File: src/rtl/palette_encoder.sv
// palette_encoder: maps a 24-bit RGB pixel stream to 4-bit palette indices and writes them
// into the framebuffer. Optional macro PALETTE_NEAREST_EN enables nearest-colour fallback.
module palette_encoder #(
    parameter int unsigned FRAME_PIXELS = 2048,
    parameter logic [14:0] BASE_ADDR    = 15'h0000
) (
    input  logic        clk,
    input  logic        reset_n,
    input  logic        start,
    input  logic        pix_valid,
    input  logic [23:0] pix_rgb,
    output logic        pix_ready,
    output logic        wr_en,
    output logic [14:0] wr_address,
    output logic [3:0]  wr_data,
    output logic        busy,
    output logic        frame_done
);
    localparam int unsigned ADDR_W     = 15;
    localparam int unsigned RGB_W      = 24;
    localparam int unsigned IDX_W      = 4;
    localparam int unsigned CNT_W      = 16;
    localparam int unsigned NUM_COLORS = 14;
    localparam logic [CNT_W-1:0] LAST_CNT = CNT_W'(FRAME_PIXELS - 1);

    localparam logic [RGB_W-1:0] PALETTE [NUM_COLORS] = '{
        24'h000000, 24'h000066, 24'hFF0000, 24'hFF3200, 24'hFFFF00,
        24'h33FF00, 24'h009BFF, 24'h6D33FF, 24'hFFD393, 24'hFF99FF,
        24'hFF329F, 24'h999999, 24'hFF9999, 24'hFFFFFF
    };

    typedef enum logic [1:0] {
        S_IDLE,
        S_RUN,
        S_DRAIN
    } state_t;

    typedef struct packed {
        logic [ADDR_W-1:0] addr;
        logic [RGB_W-1:0]  rgb;
    } pix_t;

    state_t            state, state_next;
    logic [CNT_W-1:0]  cnt, cnt_next;
    logic [ADDR_W-1:0] addr_ptr, addr_ptr_next;
    logic              pix_ready_next;
    logic              busy_next;
    logic              frame_done_next;
    logic              accept_c;

    logic              s1_valid;
    pix_t              s1_pix;
    logic              s2_valid;
    logic [ADDR_W-1:0] s2_addr;
    logic [IDX_W-1:0]  index_c;

    // pix_ready is a register that is high exactly while the FSM sits in RUN
    assign accept_c = pix_valid && pix_ready;

    // Control state register
    always_ff @(posedge clk) begin
        if (!reset_n) begin
            state      <= S_IDLE;
            cnt        <= '0;
            addr_ptr   <= BASE_ADDR;
            pix_ready  <= 1'b0;
            busy       <= 1'b0;
            frame_done <= 1'b0;
        end else begin
            state      <= state_next;
            cnt        <= cnt_next;
            addr_ptr   <= addr_ptr_next;
            pix_ready  <= pix_ready_next;
            busy       <= busy_next;
            frame_done <= frame_done_next;
        end
    end

    // Next-state and next-output logic
    always_comb begin
        state_next      = state;
        cnt_next        = cnt;
        addr_ptr_next   = addr_ptr;
        frame_done_next = 1'b0;

        unique case (state)
            S_IDLE: begin
                if (start) begin
                    state_next    = S_RUN;
                    cnt_next      = '0;
                    addr_ptr_next = BASE_ADDR;
                end
            end
            S_RUN: begin
                if (accept_c) begin
                    cnt_next      = cnt + CNT_W'(1);
                    addr_ptr_next = addr_ptr + ADDR_W'(1);
                    if (cnt == LAST_CNT) begin
                        state_next = S_DRAIN;
                    end
                end
            end
            S_DRAIN: begin
                // The write now on the bus is the last one once both stages are empty
                if (wr_en && !s1_valid && !s2_valid) begin
                    state_next      = S_IDLE;
                    frame_done_next = 1'b1;
                end
            end
            default: begin
                state_next = S_IDLE;
            end
        endcase

        pix_ready_next = (state_next == S_RUN);
        busy_next      = (state_next != S_IDLE);
    end

    function automatic logic [7:0] abs_diff(input logic [7:0] a, input logic [7:0] b);
        return (a > b) ? (a - b) : (b - a);
    endfunction

    // Stage 1: capture the accepted pixel with its write address
    always_ff @(posedge clk) begin
        if (!reset_n) begin
            s1_valid <= 1'b0;
            s1_pix   <= '0;
        end else begin
            s1_valid <= accept_c;
            if (accept_c) begin
                s1_pix <= '{addr: addr_ptr, rgb: pix_rgb};
            end
        end
    end

`ifdef PALETTE_NEAREST_EN
    localparam int unsigned DIST_W = 10;

    logic [DIST_W-1:0] dist_c  [NUM_COLORS];
    logic [DIST_W-1:0] s2_dist [NUM_COLORS];
    logic [DIST_W-1:0] best_c;

    // Manhattan distance to every palette entry; an exact match gives zero
    always_comb begin
        for (int i = 0; i < int'(NUM_COLORS); i++) begin
            dist_c[i] = DIST_W'(abs_diff(s1_pix.rgb[23:16], PALETTE[i][23:16]))
                      + DIST_W'(abs_diff(s1_pix.rgb[15:8],  PALETTE[i][15:8]))
                      + DIST_W'(abs_diff(s1_pix.rgb[7:0],   PALETTE[i][7:0]));
        end
    end

    always_ff @(posedge clk) begin
        if (!reset_n) begin
            for (int i = 0; i < int'(NUM_COLORS); i++) begin
                s2_dist[i] <= '0;
            end
        end else begin
            for (int i = 0; i < int'(NUM_COLORS); i++) begin
                s2_dist[i] <= dist_c[i];
            end
        end
    end

    // Strict less-than keeps the lowest index on ties
    always_comb begin
        index_c = '0;
        best_c  = s2_dist[0];
        for (int i = 1; i < int'(NUM_COLORS); i++) begin
            if (s2_dist[i] < best_c) begin
                best_c  = s2_dist[i];
                index_c = IDX_W'(i);
            end
        end
    end
`else
    logic [NUM_COLORS-1:0] match_c;
    logic [NUM_COLORS-1:0] s2_match;

    always_comb begin
        for (int i = 0; i < int'(NUM_COLORS); i++) begin
            match_c[i] = (s1_pix.rgb == PALETTE[i]);
        end
    end

    always_ff @(posedge clk) begin
        if (!reset_n) begin
            s2_match <= '0;
        end else begin
            s2_match <= match_c;
        end
    end

    // Non-matching pixels fall through to index 0
    always_comb begin
        index_c = '0;
        for (int i = int'(NUM_COLORS) - 1; i >= 0; i--) begin
            if (s2_match[i]) begin
                index_c = IDX_W'(i);
            end
        end
    end
`endif

    // Stage 2 and write port registers
    always_ff @(posedge clk) begin
        if (!reset_n) begin
            s2_valid   <= 1'b0;
            s2_addr    <= '0;
            wr_en      <= 1'b0;
            wr_address <= '0;
            wr_data    <= '0;
        end else begin
            s2_valid   <= s1_valid;
            s2_addr    <= s1_pix.addr;
            wr_en      <= s2_valid;
            wr_address <= s2_addr;
            wr_data    <= index_c;
        end
    end

endmodule

File: config.mk
export PLATFORM = sky130hd
export DESIGN_NAME = palette_encoder
export DESIGN_NICKNAME = d
export VERILOG_FILES = /design/src/rtl/palette_encoder.sv
export SDC_FILE = /design/constraint.sdc
export NUM_CORES = 1
export LEC_CHECK = 0
export CORE_AREA = 2 2 134 149
export CTS_CLUSTER_SIZE = 20
export DETAILED_ROUTE_END_ITERATION = 8
export DIE_AREA = 0 0 136 151
export GPL_TIMING_DRIVEN = 0
export HOLD_SLACK_MARGIN = 0.08
export PLACE_DENSITY = 0.51
export REMOVE_ABC_BUFFERS = 1
export SYNTH_ARGS = -nofsm -noshare
export SYNTH_HDL_FRONTEND = slang
export SYNTH_SLANG_ARGS = --single-unit
File: constraint.sdc
create_clock -name clk -period 2.45 [get_ports clk]
set_input_delay 0.3675 -clock clk [delete_from_list [all_inputs] [get_ports clk]]
set_output_delay 0.3675 -clock clk [all_outputs]
set_load 0.1 [all_outputs]
==> impl_metrics.csv, run 1 <==
group,metric,value,unit
run_status,outcome,"complete, no violations",
clocking,cts_tree,"done",
floorplanning,die_h,151,microns
sta,maxSlewViolCount,0,
setup_path,r2r_start,"state[0]$_SDFF_PN0_",
synth,synthesis.area,4696,sq um
final_layout,fillCellCount,1990,
synth,synth_top_area_share,53.72,%
setup_path,reg2reg_slack,230,ps
synth,synth_seq_cells,126,
placed_design,postPlaceCellArea,5455,sq um
hold_path,holdPathEnd,"state[1]$_SDFF_PN0_",
clocking,cts_buffers,17,
setup_path,worstSetupStartpointType,"flip-flop",
sta,slew_headroom,34.65,%
synth,syn_avg_cell_area,9.392,sq um
clocking,clock_latency,420,ps
synth,synth_common_cells,"dfxtp_1 (126), nand2_1 (68), and2_1 (35), nor2_1 (30), a21boi_0 (26)",
placed_design,port_buffers,50,
drt,drtAntennaViolNets,0,
setup_path,worstSetupEndpointType,"output pin",
job,cap_violations,0,
synth,synth.largest_area_cell,"dfxtp_1",
placed_design,dp_hpwl,7161,microns
sta,hold_ws,407.6,ps
sta,period_needed,2332,ps
hold_path,holdCritPathClass,"primary input to flip-flop",
setup_path,critPathArrivalTime,1960,ps
setup_path,path_delay_family,"buffers and inverters",
drt,routed_wl,10620,microns
setup_path,cp_cell_sequence,"clkdlybuf4s50_1",
setup_path,crit_path_max_incr_delay,1160,ps
synth,synth_seq_area_share,53.72,%
grt,grt_pass1_wl,17770,microns
final_layout,utilization,32.08,%
setup_path,path_buf_inv,1,
setup_path,reg2reg_depth,4,
sta,period_share,95.17,%
drt,drt_iter0_drc,165,
floorplanning,io_pins,51,
final_layout,syn2layout_area_growth,29.58,%
sta,setup_viol,0,
final_layout,final_area,6085,sq um
grt,antenna_found_initial,0,
grt,grt_usage,11.22,%
synth,synthDistinctLibCells,44,
synth,async_reset_ff_share,0,%
grt,overflow,0,
placed_design,dpl_worst_slack,-407.2,ps
setup_path,crit_required,2080,ps
floorplanning,die_w,136,microns
clocking,clk_pin_slew,60,ps
sta,fmax,428.9,MHz
final_layout,drive_above_1_share,7.788,%
floorplanning,fp.coreArea,18970,sq um
floorplanning,start_util,24.76,%
pwr,power_leakage,2.121,nW
setup_path,path_max_fanout,5,
drt,wire_per_inst,13.08,microns
synth,synth_area_leaders,"dfxtp_1 (54%), nand2_1 (5.4%), and2_1 (4.7%)",
clocking,cts.sinks,126,
hold_path,hold_start,"reset_n",
clocking,cts_buffer_depth,2,
synth,synthMostInstantiatedCell,"dfxtp_1",
hold_path,worstHoldPathCells,2,
pwr,p_per_area,801.9,nW/um^2
clocking,htreeDepth,4,
clocking,cts_root_buffer,"clkbuf_16",
final_layout,diodes,0,
grt,grt_pass1_vias,3763,
sta,finalHoldViolCount,0,
setup_path,path_class,"flip-flop to output pin",
grt,grt_max_degree,43,
setup_path,r2r_end,"cnt[15]$_SDFFE_PN0P_",
sta,setup_slack,118.3,ps
sta,rsz0062_at_grt,"false",
drt,firstDrtPassIters,4,
final_layout,fin_nets,583,
final_layout,instances_no_fill,812,
drt,drc,0,
pwr,vdd_drop_max,508.4,uV
placed_design,place_congestion,0.8402,
synth,synthCells,500,
sta,finClkSkew,8.664,ps
floorplanning,rows,53,
floorplanning,die_area,20540,sq um
placed_design,place_inst,776,
synth,synth-main-ff-cell,"dfxtp_1",
synth,synth_edf_count,0,
sta,tightestPinTransition,977.2,ps
drt,vias,3702,
synth,synth_warnings,0,
drt,viasPerCell,4.559,
setup_path,crit_slowest_cell,"clkdlybuf4s50_1",
==> registers in the layout, summed over array words and instances (netlist names) <==
signal,count
busy,1
s1_valid,1
s2_match,14
addr_ptr,15
frame_done,1
cnt,16
pix_ready,1
wr_en,1
s2_valid,1
s1_pix,39
s2_addr,15
state,2
wr_data,4
wr_address,15
==> through the flow <==
| stage | power (mW) | setup TNS [ps] |
|---|---|---|
| floorplan | 2.343 | -1718 |
| global placement | 2.463 | -96350 |
| detailed placement | 2.474 | -10170 |
| CTS | 4.948 | 0 |
| global route | 5.082 | 0 |
| finish | 4.879 | 0 |
==> cells in the final DEF (no fill, tap or decap), types with 3 or more instances in the layout <==
cell             netlist  final
or4_1                 11     11
o211ai_1               4      4
a21boi_0              26     26
clkinvlp_4             0      5
a211oi_1               6      6
clkinv_4               0      3
clkbuf_16              0     17
and4_1                 5      5
o21ai_0               13     13
xor2_1                 3      3
or3_1                 11     11
clkdlybuf4s50_1        0     49
xnor2_1               10     10
nor2_1                30     30
o31ai_1                4      4
nor3_1                10     10
nand3_1               13     13
and3_1                 5      5
nand4b_1               7      7
buf_4                  1      5
nor3b_1                3      3
nand2b_1               5      5
inv_1                 10     10
nor4_1                 8      8
nand4_1               12     12
and2_1                35     34
a21oi_1               15     15
nand2_1               68     67
o22a_1                13     13
dfxtp_1              126    126
==> power by group <==
group          switching [mW]  internal, mW
Clock                   0.932          1.52
Combinational           0.171         0.117
Sequential             0.0345          2.11
Total                    1.14          3.74
==> final cells by class <==
type | instances | area, sq um | area share, %
Multi-Input combinational cell | 341 | 2053 | 33.74
Clock inverter | 13 | 142.6 | 2.344
Clock buffer | 18 | 439.2 | 7.218
Sequential cell | 126 | 2522 | 41.46
Tap cell | 247 | 309.0 | 5.079
Inverter | 10 | 37.54 | 0.6169
Timing Repair Buffer | 57 | 580.6 | 9.541
==> cells by family (layout without fill, tap and decap cells) <==
group	count (synthesis)	after routing	share of synthesized area, %
simple gates	232	232	26.46
fa+ha+maj	2	2	0.5328
xor+xnor	13	13	2.425
flops	126	126	53.72
buf+inv	33	98	2.771
compound gates	94	94	14.10
==> worst max path at each step <==
stage                    startpoint                         to  slack (ps)  cells past startpoint
6_report       pix_ready$_SDFF_PN0_                  pix_ready         120                      1
5_1_grt         state[0]$_SDFF_PN0_  addr_ptr[10]$_SDFFE_PN0P_          20                      4
4_1_cts                   pix_valid    s1_pix[38]$_SDFFE_PN0P_          40                      5
3_5_place_dp              pix_valid    s1_pix[38]$_SDFFE_PN0P_        -410                      5
3_3_place_gp                reset_n  addr_ptr[10]$_SDFFE_PN0P_       -2080                      4
2_1_floorplan  pix_ready$_SDFF_PN0_       pix_ready$_SDFF_PN0_        -420                      4
==> layer usage <==
layer	share of wire (%)	wire [microns]	global-route usage, %
met1	43	4589	12.44
met2	50	5297	19.22
met3	4.2	449	3.581
met4	2.7	285	5.781
met5	0	0	0
==> what timing repair did <==
| item | CTS | global route |
|---|---|---|
| setup endpoints to repair | 5 | 17 |
| hold buffers | 0 | 0 |
| pin swaps | 0 | 1 |
| hold endpoints to repair | 0 | 0 |
| setup buffers | 0 | 5 |
| resized for setup | 1 | 2 |
No activity file was read; power rests on OpenSTA's default activity.
==> inputs of run 2 (changes only) <==
--- a/config.mk
+++ b/config.mk
@@ -12,7 +12,6 @@
 export GPL_TIMING_DRIVEN = 0
 export HOLD_SLACK_MARGIN = 0.08
 export PLACE_DENSITY = 0.51
-export REMOVE_ABC_BUFFERS = 1
 export SYNTH_ARGS = -nofsm -noshare
 export SYNTH_HDL_FRONTEND = slang
 export SYNTH_SLANG_ARGS = --single-unit
==> run 2 against run 1 <==
Clock skew increased by 1.2 ps. Clock power increased by 17%. Non-clock buffer count increased by 16. Critical endpoint is now s2_match[8]$_SDFF_PN0_.
==> impl_metrics.csv, run 2 (same netlist as run 1, synthesis figures left out) <==
group,metric,value,unit
drt,drt_iter0_drc,187,
setup_path,r2r_start,"state[1]$_SDFF_PN0_",
pwr,finalPower,5.300,mW
setup_path,reg2reg_depth,5,
placed_design,place_congestion,0.8269,
setup_path,cp_cell_sequence,"clkdlybuf4s50_1, nand4_1, or3_1, or4_1, nor4_1",
final_layout,top_register,"s1_pix",
final_layout,layout_commonest_cell,"dfxtp_1",
drt,drc,0,
drt,wire_per_inst,13.88,microns
pwr,p_per_area,856.4,nW/um^2
grt,grt_pass1_wl,18670,microns
final_layout,instances_no_fill,829,
setup_path,path_class,"primary input to flip-flop",
grt,overflow,0,
setup_path,path_max_fanout,6,
sta,slew_headroom,31.50,%
sta,fmax,433.1,MHz
synth,synth_fp_nets,530,
job,cap_violations,0,
pwr,p_sw,1.130,mW
sta,maxSlewViolCount,0,
setup_path,worstSetupEndpointType,"flip-flop",
drt,firstDrtPassIters,4,
final_layout,diodes,0,
setup_path,crit_path_max_incr_delay,730,ps
final_layout,top_regs,"s1_pix x39, cnt x16",
sta,finalHoldViolCount,0,
drt,routed_wl,11510,microns
sta,rsz0062_at_grt,"false",
clocking,htreeDepth,4,
clocking,clock_latency,410,ps
pwr,p_int,4.170,mW
floorplanning,die_area,20540,sq um
grt,antenna_found_initial,1,
grt,grt_pass1_vias,3719,
pwr,vdd_drop_max,353.8,uV
pwr,p_clk_share,54.0,%
setup_path,reg2reg_slack,430,ps
setup_path,critPathArrivalTime,2590,ps
setup_path,critPathLaunch,"reset_n",
drt,viasPerCell,4.543,
final_layout,fin_nets,599,
pwr,p_comb_share,5.6,%
setup_path,worstSetupStartpointType,"primary input",
pwr,power_leakage,2.185,nW
run_status,outcome,"complete, no violations",
grt,grt_max_degree,17,
clocking,cts.sinks,126,
setup_path,crit_required,2730,ps
sta,finClkSkew,9.857,ps
grt,grt_usage,11.93,%
floorplanning,io_pins,51,
clocking,cts_buffers,17,
floorplanning,start_util,24.76,%
sta,tightestPinTransition,1026,ps
drt,drtAntennaViolNets,0,
final_layout,drive_above_1_share,6.357,%
clocking,cts_tree,"done",
floorplanning,die_w,136,microns
setup_path,crit_slowest_cell,"clkdlybuf4s50_1",
final_layout,largest_reg_flops,39,
clocking,cts_root_buffer,"clkbuf_16",
final_layout,syn2layout_area_growth,31.79,%
sta,period_share,94.25,%
placed_design,port_buffers,50,
floorplanning,die_h,151,microns
drt,vias,3766,
setup_path,r2r_end,"cnt[15]$_SDFFE_PN0P_",
sta,setup_viol,0,
pwr,p_seq_share,40.4,%
placed_design,place_inst,797,
sta,period_needed,2309,ps
pwr,sw_frac_of_total,21.32,%
clocking,cts_buffer_depth,2,
hold_path,holdCritPathClass,"flip-flop to flip-flop",
final_layout,layout_common_cells,"dfxtp_1 (126), nand2_1 (68), clkdlybuf4s50_1 (49)",
floorplanning,rows,53,
setup_path,endpoint,"s2_match[8]$_SDFF_PN0_",
placed_design,dp_hpwl,8465,microns
hold_path,hold_start,"s2_addr[14]$_SDFF_PN0_",
floorplanning,fp.coreArea,18970,sq um
clocking,clk_pin_slew,60,ps
run 2: cell count changes in the layout (fill, tap and decap cells not counted), moves of 2 or more:
cell,previous run,this run
clkbuf_1,0,16
buf_1,0,4
buf_4,5,1
bufinv_16,2,6
clkinvlp_4,5,1
clkbuf_2,0,2
clkinv_2,2,0
run 2: cell type report:
class / instances / area, sq um
Inverter: 10 / 37.54
Multi-Input combinational cell: 341 / 2043
Clock inverter: 12 / 231.5
Clock buffer: 20 / 446.7
Fill cell: 1946 / 12780
Buffer: 23 / 95.09
Tap cell: 247 / 309.0
Timing Repair Buffer: 50 / 503.0
Sequential cell: 126 / 2522
run 2: critical path, delay by kind of cell:
| family | cells | cell delay, ps |
|---|---|---|
| AND/OR/NAND/NOR | 4 | 1490 |
| buffers and inverters | 1 | 730 |
run 2: how the worst min path moves through the flow:
stage	end	slack [ps]	depth (start not counted)
after CTS	wr_address[14]$_SDFF_PN0_	440	1
after detailed placement	wr_address[9]$_SDFF_PN0_	420	1
after floorplan	wr_address[0]$_SDFF_PN0_	410	1
after global placement	wr_address[10]$_SDFF_PN0_	420	1
final	wr_address[14]$_SDFF_PN0_	430	1
after global routing	wr_address[4]$_SDFF_PN0_	440	1
run 2: timing repair:
item,in CTS,in global routing
hold buffers,0,0
resized for setup,0,3
endpoints found under the setup margin,0,11
setup buffers,0,0
run 2: power groups by stage:
stage / clock network, mW / logic, mW / registers [mW]
after floorplan: 0 / 0.131 / 2.23
after global placement: 0 / 0.297 / 2.18
after detailed placement: 0 / 0.301 / 2.18
after CTS: 2.93 / 0.302 / 2.14
after global routing: 3.02 / 0.328 / 2.15
final: 2.86 / 0.299 / 2.14
run 2: routing by layer:
layer | vias to the layer above | share of wire (%) | wire [microns] | global-route usage (%)
met3 | 14 | 4.1 | 477 | 3.949
li1 | 1919 | - | - | -
met1 | 1756 | 45 | 5211 | 13.95
met4 | 0 | 1.9 | 216 | 5.052
met5 | - | 0 | 0 | 0
met2 | 77 | 49 | 5604 | 19.97
run 2: metrics by stage:
step           util [%]  worst slack (ps)  area [sq um]  hold slack [ps]  setup TNS (ps)
4_1_cts           32.60             23.72          6183            436.4               0
3_5_place_dp      29.03            -266.6          5505            422.3           -5909
2_1_floorplan         -             144.2          4696            411.9               0
3_3_place_gp      29.03            -196.8          5505            418.9           -3378
5_1_grt           32.63             86.32          6188            443.9               0
6_report          32.63             140.8          6188            432.6               0
==> inputs of run 3 (changes only) <==
--- a/config.mk
+++ b/config.mk
@@ -12,6 +12,7 @@
 export GPL_TIMING_DRIVEN = 0
 export HOLD_SLACK_MARGIN = 0.08
 export PLACE_DENSITY = 0.51
+export SLEW_MARGIN = 20
 export SYNTH_ARGS = -nofsm -noshare
 export SYNTH_HDL_FRONTEND = slang
 export SYNTH_SLANG_ARGS = --single-unit
==> results of run 3 <==
The final DEF is identical to that of run 2; final timing and power are the same.
